==> src/rtl/axis_mux_sched.sv <==
// axis_mux_sched: frame-level round-robin scheduler for a 2:1 AXI-Stream mux.
// Holds each grant for HEIGHT lines, counted on output eol handshakes.
module axis_mux_sched #(
  parameter int unsigned HEIGHT = 8,
  parameter int unsigned CNT_W  = (HEIGHT > 1) ? $clog2(HEIGHT) : 1
) (
  input  logic             clk,
  input  logic             rst,
  input  logic             in0_valid,
  input  logic             in0_sof,
  input  logic             in1_valid,
  input  logic             in1_sof,
  input  logic             out_valid,
  input  logic             out_ready,
  input  logic             out_sof,
  input  logic             out_eol,
  output logic             select,
  output logic             enable,
  output logic             frame_done,
  output logic [CNT_W-1:0] line_cnt,
  output logic             sof_err
);

  localparam logic [0:0] IDLE = 1'b0;
  localparam logic [0:0] LOCK = 1'b1;
  localparam logic [CNT_W-1:0] LAST_LINE = CNT_W'(HEIGHT - 1);

  logic [0:0]       state, state_nxt;
  logic             select_nxt, enable_nxt, frame_done_nxt, sof_err_nxt;
  logic             last, last_nxt, first, first_nxt;
  logic [CNT_W-1:0] line_cnt_nxt;
  logic             fire, req0, req1;

  assign fire = out_valid & out_ready;
  assign req0 = in0_valid & in0_sof;
  assign req1 = in1_valid & in1_sof;

  // Next-state and output decode
  always_comb begin
    state_nxt      = state;
    select_nxt     = select;
    enable_nxt     = enable;
    frame_done_nxt = 1'b0;
    line_cnt_nxt   = line_cnt;
    sof_err_nxt    = sof_err;
    last_nxt       = last;
    first_nxt      = first;

    // sof must appear on the first beat of a frame and nowhere else
    if (fire && (out_sof != first)) begin
      sof_err_nxt = 1'b1;
    end

    case (state)
      IDLE: begin
        enable_nxt = 1'b0;
        if (req0 || req1) begin
          select_nxt = (req0 && req1) ? ~last : req1;
          enable_nxt = 1'b1;
          first_nxt  = 1'b1;
          state_nxt  = LOCK;
        end
      end
      LOCK: begin
        if (fire) begin
          first_nxt = 1'b0;
          if (out_eol) begin
            if (line_cnt == LAST_LINE) begin
              line_cnt_nxt   = '0;
              last_nxt       = select;
              enable_nxt     = 1'b0;
              frame_done_nxt = 1'b1;
              state_nxt      = IDLE;
            end else begin
              line_cnt_nxt = line_cnt + CNT_W'(1);
            end
          end
        end
      end
      default: begin
        state_nxt  = IDLE;
        enable_nxt = 1'b0;
      end
    endcase
  end

  always_ff @(posedge clk or posedge rst) begin
    if (rst) begin
      state      <= IDLE;
      select     <= 1'b0;
      enable     <= 1'b0;
      frame_done <= 1'b0;
      line_cnt   <= '0;
      sof_err    <= 1'b0;
      last       <= 1'b1;
      first      <= 1'b0;
    end else begin
      state      <= state_nxt;
      select     <= select_nxt;
      enable     <= enable_nxt;
      frame_done <= frame_done_nxt;
      line_cnt   <= line_cnt_nxt;
      sof_err    <= sof_err_nxt;
      last       <= last_nxt;
      first      <= first_nxt;
    end
  end

endmodule

==> config.mk <==
export PLATFORM = sky130hd
export DESIGN_NAME = axis_mux_sched
export DESIGN_NICKNAME = d
export VERILOG_FILES = /design/src/rtl/axis_mux_sched.sv
export SDC_FILE = /design/constraint.sdc
export NUM_CORES = 1
export LEC_CHECK = 0
export CAP_MARGIN = 10
export CORE_AREA = 2 2 39 41
export DETAILED_ROUTE_END_ITERATION = 16
export DIE_AREA = 0 0 41 43
export DONT_BUFFER_PORTS = 1
export SYNTH_ARGS = -nofsm -noshare
export SYNTH_HDL_FRONTEND = slang
export SYNTH_SLANG_ARGS = --single-unit
export TNS_END_PERCENT = 10
==> constraint.sdc <==
create_clock -name clk -period 1.95 [get_ports clk]
set_clock_uncertainty 0.2 [all_clocks]
set_input_delay 0.39 -clock clk [delete_from_list [all_inputs] [get_ports clk]]
set_output_delay 0.39 -clock clk [all_outputs]
set_load 0.05 [all_outputs]
# After elaboration in Yosys (flattened, before gate mapping)
# Cells that the tools add are included.
# classes
n_eq_ne,6
n_bitwise,5
n_lt_le_gt_ge,0
n_shift,0
n_reduce_logical,8
mul,0
n_div,0
muxes,18
addsub,1
# op_table
cell,n
two-way mux 1 bit,14
case mux 1 bit (2 select lines),3
AND reduction 3 bit,2
"!= test 2 x 1 -> 1 bit, second input constant",2
"!= test 2 bit, second input constant",2
AND reduction 2 bit,2
AND reduction 4 bit,1
"adder 3 x 1 -> 3 bit, second input constant",1
AND 1 bit,3
"== test 3 bit, second input constant",1
two-way mux 3 bit,1
logical AND 1 bit,2
NOT 1 bit,2
logical OR 1 bit,1
!= test 1 bit,1
# word_totals
n_memories,0
in_bits,10
ram_bits,0
rom_bits,0
latch_bits,0
elab_cells,46
register_bits,10
output_inout_bits,7

# Depth between registers and ports, before layout
# Gate-level depths: netlist (run 1).
# logic_depth
depth_word,5
mapped_depth,5
mapped_depth_nobuf,5

# Least setup slack after synthesis (run 1)
# OpenSTA, ideal clock, no wires.
# synth_path
kind,register to register
startpoint,register line_cnt[0]
endpoint,register last
setup_time_ns,0.082
stages_incl_launch_ff,6
required_time_ns,1.668
setup_slack_ns,0.061
t_arrival_ns,1.606
path_buffers,0
period_less_slack_ns,1.889
path_cell_list,dfrtp_1 ha_1 ha_1 inv_1 or2_4 mux2_4
# synth_between
elab_chain_cells,2
# synth_rtl
element,line,source
start: declaration,20,"output logic [CNT_W-1:0] line_cnt,"
start signal: assignment,102,line_cnt <= line_cnt_nxt;
== test 3 bit,68,if (line_cnt == LAST_LINE) begin
AND reduction 4 bit (no line),-,
end signal: assignment,104,last <= last_nxt;
end: declaration,30,"logic last, last_nxt, first, first_nxt;"
# Every way passes these cells.
# A chain may end at the register's enable or synchronous reset.

# Worst setup path after layout (run 1)
# layout_path
startpoint,register line_cnt[1]
endpoint,register last
# Same word-level chain as after synthesis.

==> results.cfg, run 1 <==
[route]
drtIter0Drc = 3
drc = 0
wl_per_cell_um = 11.6
dr.pass1.iters = 2
routed_wl_um = 740
vias = 311
postRouteAntennaNets = 0
viasPerCell = 4.86

[global_routing]
grt_first_pass_wirelength_um = 1240
gr-usage-all-layers_pct = 10.5
grt_pass1_vias = 324
antenna_found_initial = 0
grt_max_degree = 11
overflow = 0

[worst_hold_path]
min_from = out_ready
hp-class = input port to register
min_to = sof_err$_DFFE_PP0P_
hold_path_depth = 2

[logic_synthesis]
avgSynthCellArea_um2 = 11.4
yosysTopAreaCell = dfrtp_1
synth_edf_count = 0
synthArstFlopShare_pct = 100
synth_area_um2 = 454
netlist.area_leader.share_pct = 49.6
synthDistinctLibCells = 19
synth-seq-cells = 10
syn_nets = 52
ys_warn_count = 0
synth.area.top_cells = dfrtp_1, dfstp_2, ha_1
yosysMostFrequentCell = dfrtp_1
synthFlopType = dfrtp_1
postSynthCellCount = 40
ys_seq_area_share_pct = 55.4
synth_commonest_cells = dfrtp_1, nand2_1, inv_1

[cts]
ctsResizeCount = 0
clk_path_buf_depth = 2
cts.clk_slew.worst_paths_ns = 0.07
clock-root-buffer = clkbuf_4
cts_setup_buffers = 0
cts.sinks = 10
cts_buffers = 3
cts_hold_buffers = 1
cts_tree = done
clock_latency_ns = 0.26
cts_htree_levels = 1

[finish]
ff_latch_area_um2 = 251
final_core_util_pct = 38.5
syn_to_final_growth_pct = 17.4
layout.nets = 61
fillers = 150
multi_input_area_um2 = 184
layout-drive-gt1-share_pct = 22.9
diodes = 0

[floorplanning]
die-area_um2 = 1760
start_util_pct = 32.8
die_y_um = 43
die_w_um = 41
core_area_um2 = 1380
pin_count = 17
row_count = 14

[timing]
setup_viol = 0
finalHoldViolCount = 0
finalCritPeriodShare_pct = 79.4
max_clock_freq_ghz = 0.646
finalMaxSlewViolations = 0
relSlewSlack_pct = 67.0
final.setup.tns_ns = 0
fin_crit_ns = 1.55
rsz0062_at_grt = no
worstMarginPinSlew_ns = 0.495

[power]
ir_drop_v = 0.000634
power_density_nw_per_um2 = 1350
power_leakage_nw = 0.254
power_w = 0.000720

[run]
max_cap_viol_count = 0

[worst_setup_path]
worstReg2RegStart = line_cnt[1]$_DFFE_PP0P_
cp-start-kind = register
crit_required_ns = 1.94
ff2ff_path_depth = 5
r2r_slack_ns = 0.40
path_max_fanout = 3
path_class = register to register
cp.arrival_ns = 1.54
r2r_end = last$_DFFE_PP1P_
critical_path.endpoint_type = register

[placement]
port_buffers = 0
dp_hpwl_um = 592
gp_congestion = 0.658

[status]
status = complete, no violations
layer usage:
layer | routed length [µm] | share of wire, % | track usage (%) | vias up
li1 | - | - | - | 151
met2 | 331 | 45 | 13.4 | 12
met5 | 0 | 0 | 0 | -
met3 | 67 | 9.1 | 3.66 | 2
met4 | 14 | 1.9 | 6.00 | 0
met1 | 327 | 44 | 14.8 | 146
worst max path at each step:
stage                            start               end  slack, ns  depth (start not counted)
6_report       line_cnt[1]$_DFFE_PP0P_  last$_DFFE_PP1P_       0.40                          5
5_1_grt        line_cnt[0]$_DFFE_PP0P_  last$_DFFE_PP1P_       0.34                          5
4_1_cts        line_cnt[1]$_DFFE_PP0P_  last$_DFFE_PP1P_       0.39                          5
3_5_place_dp   line_cnt[1]$_DFFE_PP0P_  last$_DFFE_PP1P_       0.41                          5
3_3_place_gp   line_cnt[1]$_DFFE_PP0P_  last$_DFFE_PP1P_       0.42                          5
2_1_floorplan  line_cnt[0]$_DFFE_PP0P_  last$_DFFE_PP1P_       0.06                          5
final cells by class:
type / count / area share (%)
repair buffers: 4 / 6.10
well taps: 16 / 3.76
multi-input cells: 25 / 34.5
flip-flops and latches: 10 / 47.2
inverters: 5 / 3.52
clock buffers: 4 / 4.93
registers in the layout (all words and copies together) (netlist names):
signal      flops
state           1
line_cnt        3
first           1
enable          1
sof_err         1
frame_done      1
last            1
select          1
critical path, stage by stage, from the launching register on:
cell and delay (ns):
dfrtp_1 0.36, ha_1 0.15, ha_1 0.16, inv_1 0.06
or2_4 0.25, mux2_4 0.29
cells by family (layout without fill, tap and decap cells):
group	after synthesis	count (layout)	synth area share (%)
buf+inv	5	13	4.13
fa+ha+maj	2	2	5.51
compound gates	8	8	12.1
flops	10	10	55.4
mux	2	2	5.78
simple gates	12	12	15.2
xor+xnor	1	1	1.93
where the power goes:
part | leakage (nW) | total, W | internal (W) | switching (W)
Combinational | 0.123 | 0.000233 | 0.0000823 | 0.000151
Sequential | 0.117 | 0.000337 | 0.000255 | 0.0000815
Clock | 0.0150 | 0.000150 | 0.0000791 | 0.0000708
Total | 0.254 | 0.000720 | 0.000417 | 0.000303
placed cells by master (no fill, tap or decap):
cell type,count
a21o_1,1
a21oi_1,2
a22o_1,1
buf_4,3
clkbuf_1,1
clkbuf_4,3
dfrtp_1,9
dfstp_2,1
dlygate4sd3_1,1
ha_1,2
inv_1,5
mux2_2,1
mux2_4,1
nand2_1,6
nand4_4,1
nor2_1,3
nor3_1,1
o21ai_0,1
o21bai_1,1
o22ai_1,1
o32a_1,1
or2_4,1
xnor2_1,1
through the flow:
| step | hold WS [ns] | worst slack [ns] | std cells | area [µm²] |
|---|---|---|---|---|
| after floorplan | 0.0295 | 0.0613 | 40 | 454 |
| after global placement | 0.0774 | 0.424 | 59 | 497 |
| after detailed placement | 0.0761 | 0.406 | 59 | 497 |
| after CTS | 0.0874 | 0.389 | 64 | 533 |
| after global routing | 0.128 | 0.343 | 64 | 533 |
| final | 0.0926 | 0.402 | 64 | 533 |
No activity file was read; power rests on OpenSTA's default activity.
==> run 2: changes to the inputs <==
==> constraint.sdc (replaced) <==
create_clock -name clk -period 1.28 [get_ports clk]
set_clock_uncertainty 0.2 [all_clocks]
set_input_delay 0.256 -clock clk [delete_from_list [all_inputs] [get_ports clk]]
set_output_delay 0.256 -clock clk [all_outputs]
set_load 0.05 [all_outputs]
==> run 2 against run 1 <==
  * The flow now finishes with violations (setup timing)
  * Sequential power grew 55%
  * Sequential share of layout area decreased by 7.3 points
  * Core utilization increased by 8.1 points
  * Combinational power rose by 91%
  * Die area stayed put
  * Wire length is 11% higher
  * Global-route usage is 2.5 points higher
  * Fmax rose by 4.3%
  * Final area increased by 21%
  * Power increased by 64%
  * Critical endpoint unchanged
==> results.cfg, run 2 (same netlist as run 1, synthesis figures left out) <==
[status]
status = finished, violations left
violations = setup timing

[floorplanning]
die_y_um = 43
core_area_um2 = 1380
start_util_pct = 32.8
row_count = 14
die-area_um2 = 1760
die_w_um = 41
pin_count = 17

[placement]
port_buffers = 0
dp_hpwl_um = 651
place_inst = 64
gp_congestion = 0.682

[cts]
clock-root-buffer = clkbuf_4
cts_buffers = 3
clk_path_buf_depth = 2
cts_htree_levels = 1
cts_setup_buffers = 0
cts.clk_slew.worst_paths_ns = 0.06
cts.sinks = 10
clock_latency_ns = 0.26
cts_tree = done

[worst_hold_path]
min_to = select$_DFFE_PP0P_
hold_path_depth = 2
min_from = in0_sof
hp-class = input port to register

[route]
vias = 339
routed_wl_um = 818
drtIter0Drc = 2
dr.pass1.iters = 2
wl_per_cell_um = 11.4
drc = 0
viasPerCell = 4.71
postRouteAntennaNets = 0

[finish]
layout.nets = 69
diodes = 0
syn_to_final_growth_pct = 42.1
largest_register_ffs = 3
stdcell_count = 72
final_cell_mix = nand2_1, buf_4, dfrtp_2
largest-register = line_cnt
final_core_util_pct = 46.7
layout-drive-gt1-share_pct = 44.6

[worst_setup_path]
cpMostUsedCell = ha_4
cp-start-kind = register
path_delay_family = flip-flops
path_cells = ha_4 > ha_4 > inv_2 > or2_4 > mux2_4
critical_path.endpoint_type = register
crit_buf_inv = 1
r2r_end = last$_DFFE_PP1P_
ff2ff_path_depth = 5
cp.arrival_ns = 1.46
path_class = register to register
worstReg2RegStart = line_cnt[0]$_DFFE_PP0P_
cp_slowest_cell = dfrtp_2
max_stage_delay_ns = 0.39
path_max_fanout = 2
cp.depth = 5
crit_required_ns = 1.26
r2r_slack_ns = -0.20

[timing]
rsz0062_at_grt = yes
worstMarginPinSlew_ns = 0.364
finalMaxSlewViolations = 0
finalCritPeriodShare_pct = 116
setup_viol = 8
relSlewSlack_pct = 75.7
postLayoutSetupSlackWorst_ns = -0.205
fin_crit_ns = 1.48
finalHoldViolCount = 0
max_clock_freq_ghz = 0.674

[power]
power_w = 0.00118
power_leakage_nw = 0.287
ir_drop_v = 0.000800
power_density_nw_per_um2 = 1830

[global_routing]
overflow = 0
antenna_found_initial = 0
grt_pass1_vias = 355
gr-usage-all-layers_pct = 13.0
grt_first_pass_wirelength_um = 1460
grt_max_degree = 11

[run]
max_cap_viol_count = 0
[run 2: cell count changes in the layout (fill, tap and decap cells not counted), moves of 2 or more]
cell / previous run / this run
buf_4: 3 / 6
buf_6: 0 / 2
dfrtp_1: 9 / 4
dfrtp_2: 0 / 5
dlygate4sd3_1: 1 / 4
ha_1: 2 / 0
ha_4: 0 / 2
[run 2: metal layers]
metal / GRT usage [%] / wire length (µm) / vias to the layer above
li1: - / - / 166
met3: 9.95 / 70 / 2
met2: 19.1 / 419 / 7
met4: 6.00 / 13 / 0
met5: 0 / 0 / -
met1: 13.0 / 314 / 164
[run 2: layout make-up]
class / instances / area (µm²)
sequential: 10 / 258
clock buffer: 4 / 26.3
multi-input combinational: 25 / 215
timing repair buffer: 12 / 108
inverter: 5 / 18.8
tap: 16 / 20.0
fill: 135 / 738
[run 2: power breakdown]
| group | internal [W] | switching, W |
|---|---|---|
| clock | 0.000120 | 0.0000956 |
| sequential | 0.000402 | 0.000119 |
| combinational | 0.000175 | 0.000271 |
[run 2: how the worst max path moves through the flow]
stage	from	endpoint	slack, ns
4_1_cts	line_cnt[1]$_DFFE_PP0P_	last$_DFFE_PP1P_	-0.21
3_3_place_gp	line_cnt[1]$_DFFE_PP0P_	last$_DFFE_PP1P_	-0.18
5_1_grt	line_cnt[0]$_DFFE_PP0P_	last$_DFFE_PP1P_	-0.24
6_report	line_cnt[0]$_DFFE_PP0P_	last$_DFFE_PP1P_	-0.20
2_1_floorplan	line_cnt[0]$_DFFE_PP0P_	last$_DFFE_PP1P_	-0.38
3_5_place_dp	line_cnt[1]$_DFFE_PP0P_	last$_DFFE_PP1P_	-0.20
[run 2: per-stage QoR]
| stage | worst slack (ns) | area [µm²] | setup TNS [ns] | hold WS, ns |
|---|---|---|---|---|
| finish | -0.205 | 646 | -0.576 | 0.00540 |
| global route | -0.239 | 646 | -1.06 | 0.00894 |
| CTS | -0.215 | 642 | -0.654 | 0.00127 |
| detailed placement | -0.203 | 563 | -0.542 | -0.0568 |
| global placement | -0.176 | 563 | -0.393 | -0.0600 |
| floorplan | -0.381 | 483 | -1.16 | -0.105 |
[run 2: timing repair]
item | CTS | global route
gates resized for setup | 5 | 1
hold endpoints to repair | 12 | 0
hold buffers | 4 | 0
pin swaps | 1 | 1
endpoints found under the setup margin | 12 | 12
==> run 3: changes to the inputs <==
--- a/config.mk
+++ b/config.mk
@@ -10,6 +10,7 @@
 export DETAILED_ROUTE_END_ITERATION = 16
 export DIE_AREA = 0 0 41 43
 export DONT_BUFFER_PORTS = 1
+export RECOVER_POWER = 25
 export SYNTH_ARGS = -nofsm -noshare
 export SYNTH_HDL_FRONTEND = slang
 export SYNTH_SLANG_ARGS = --single-unit
==> results of run 3 <==
Final layout, timing and power as in run 2 (identical DEF).
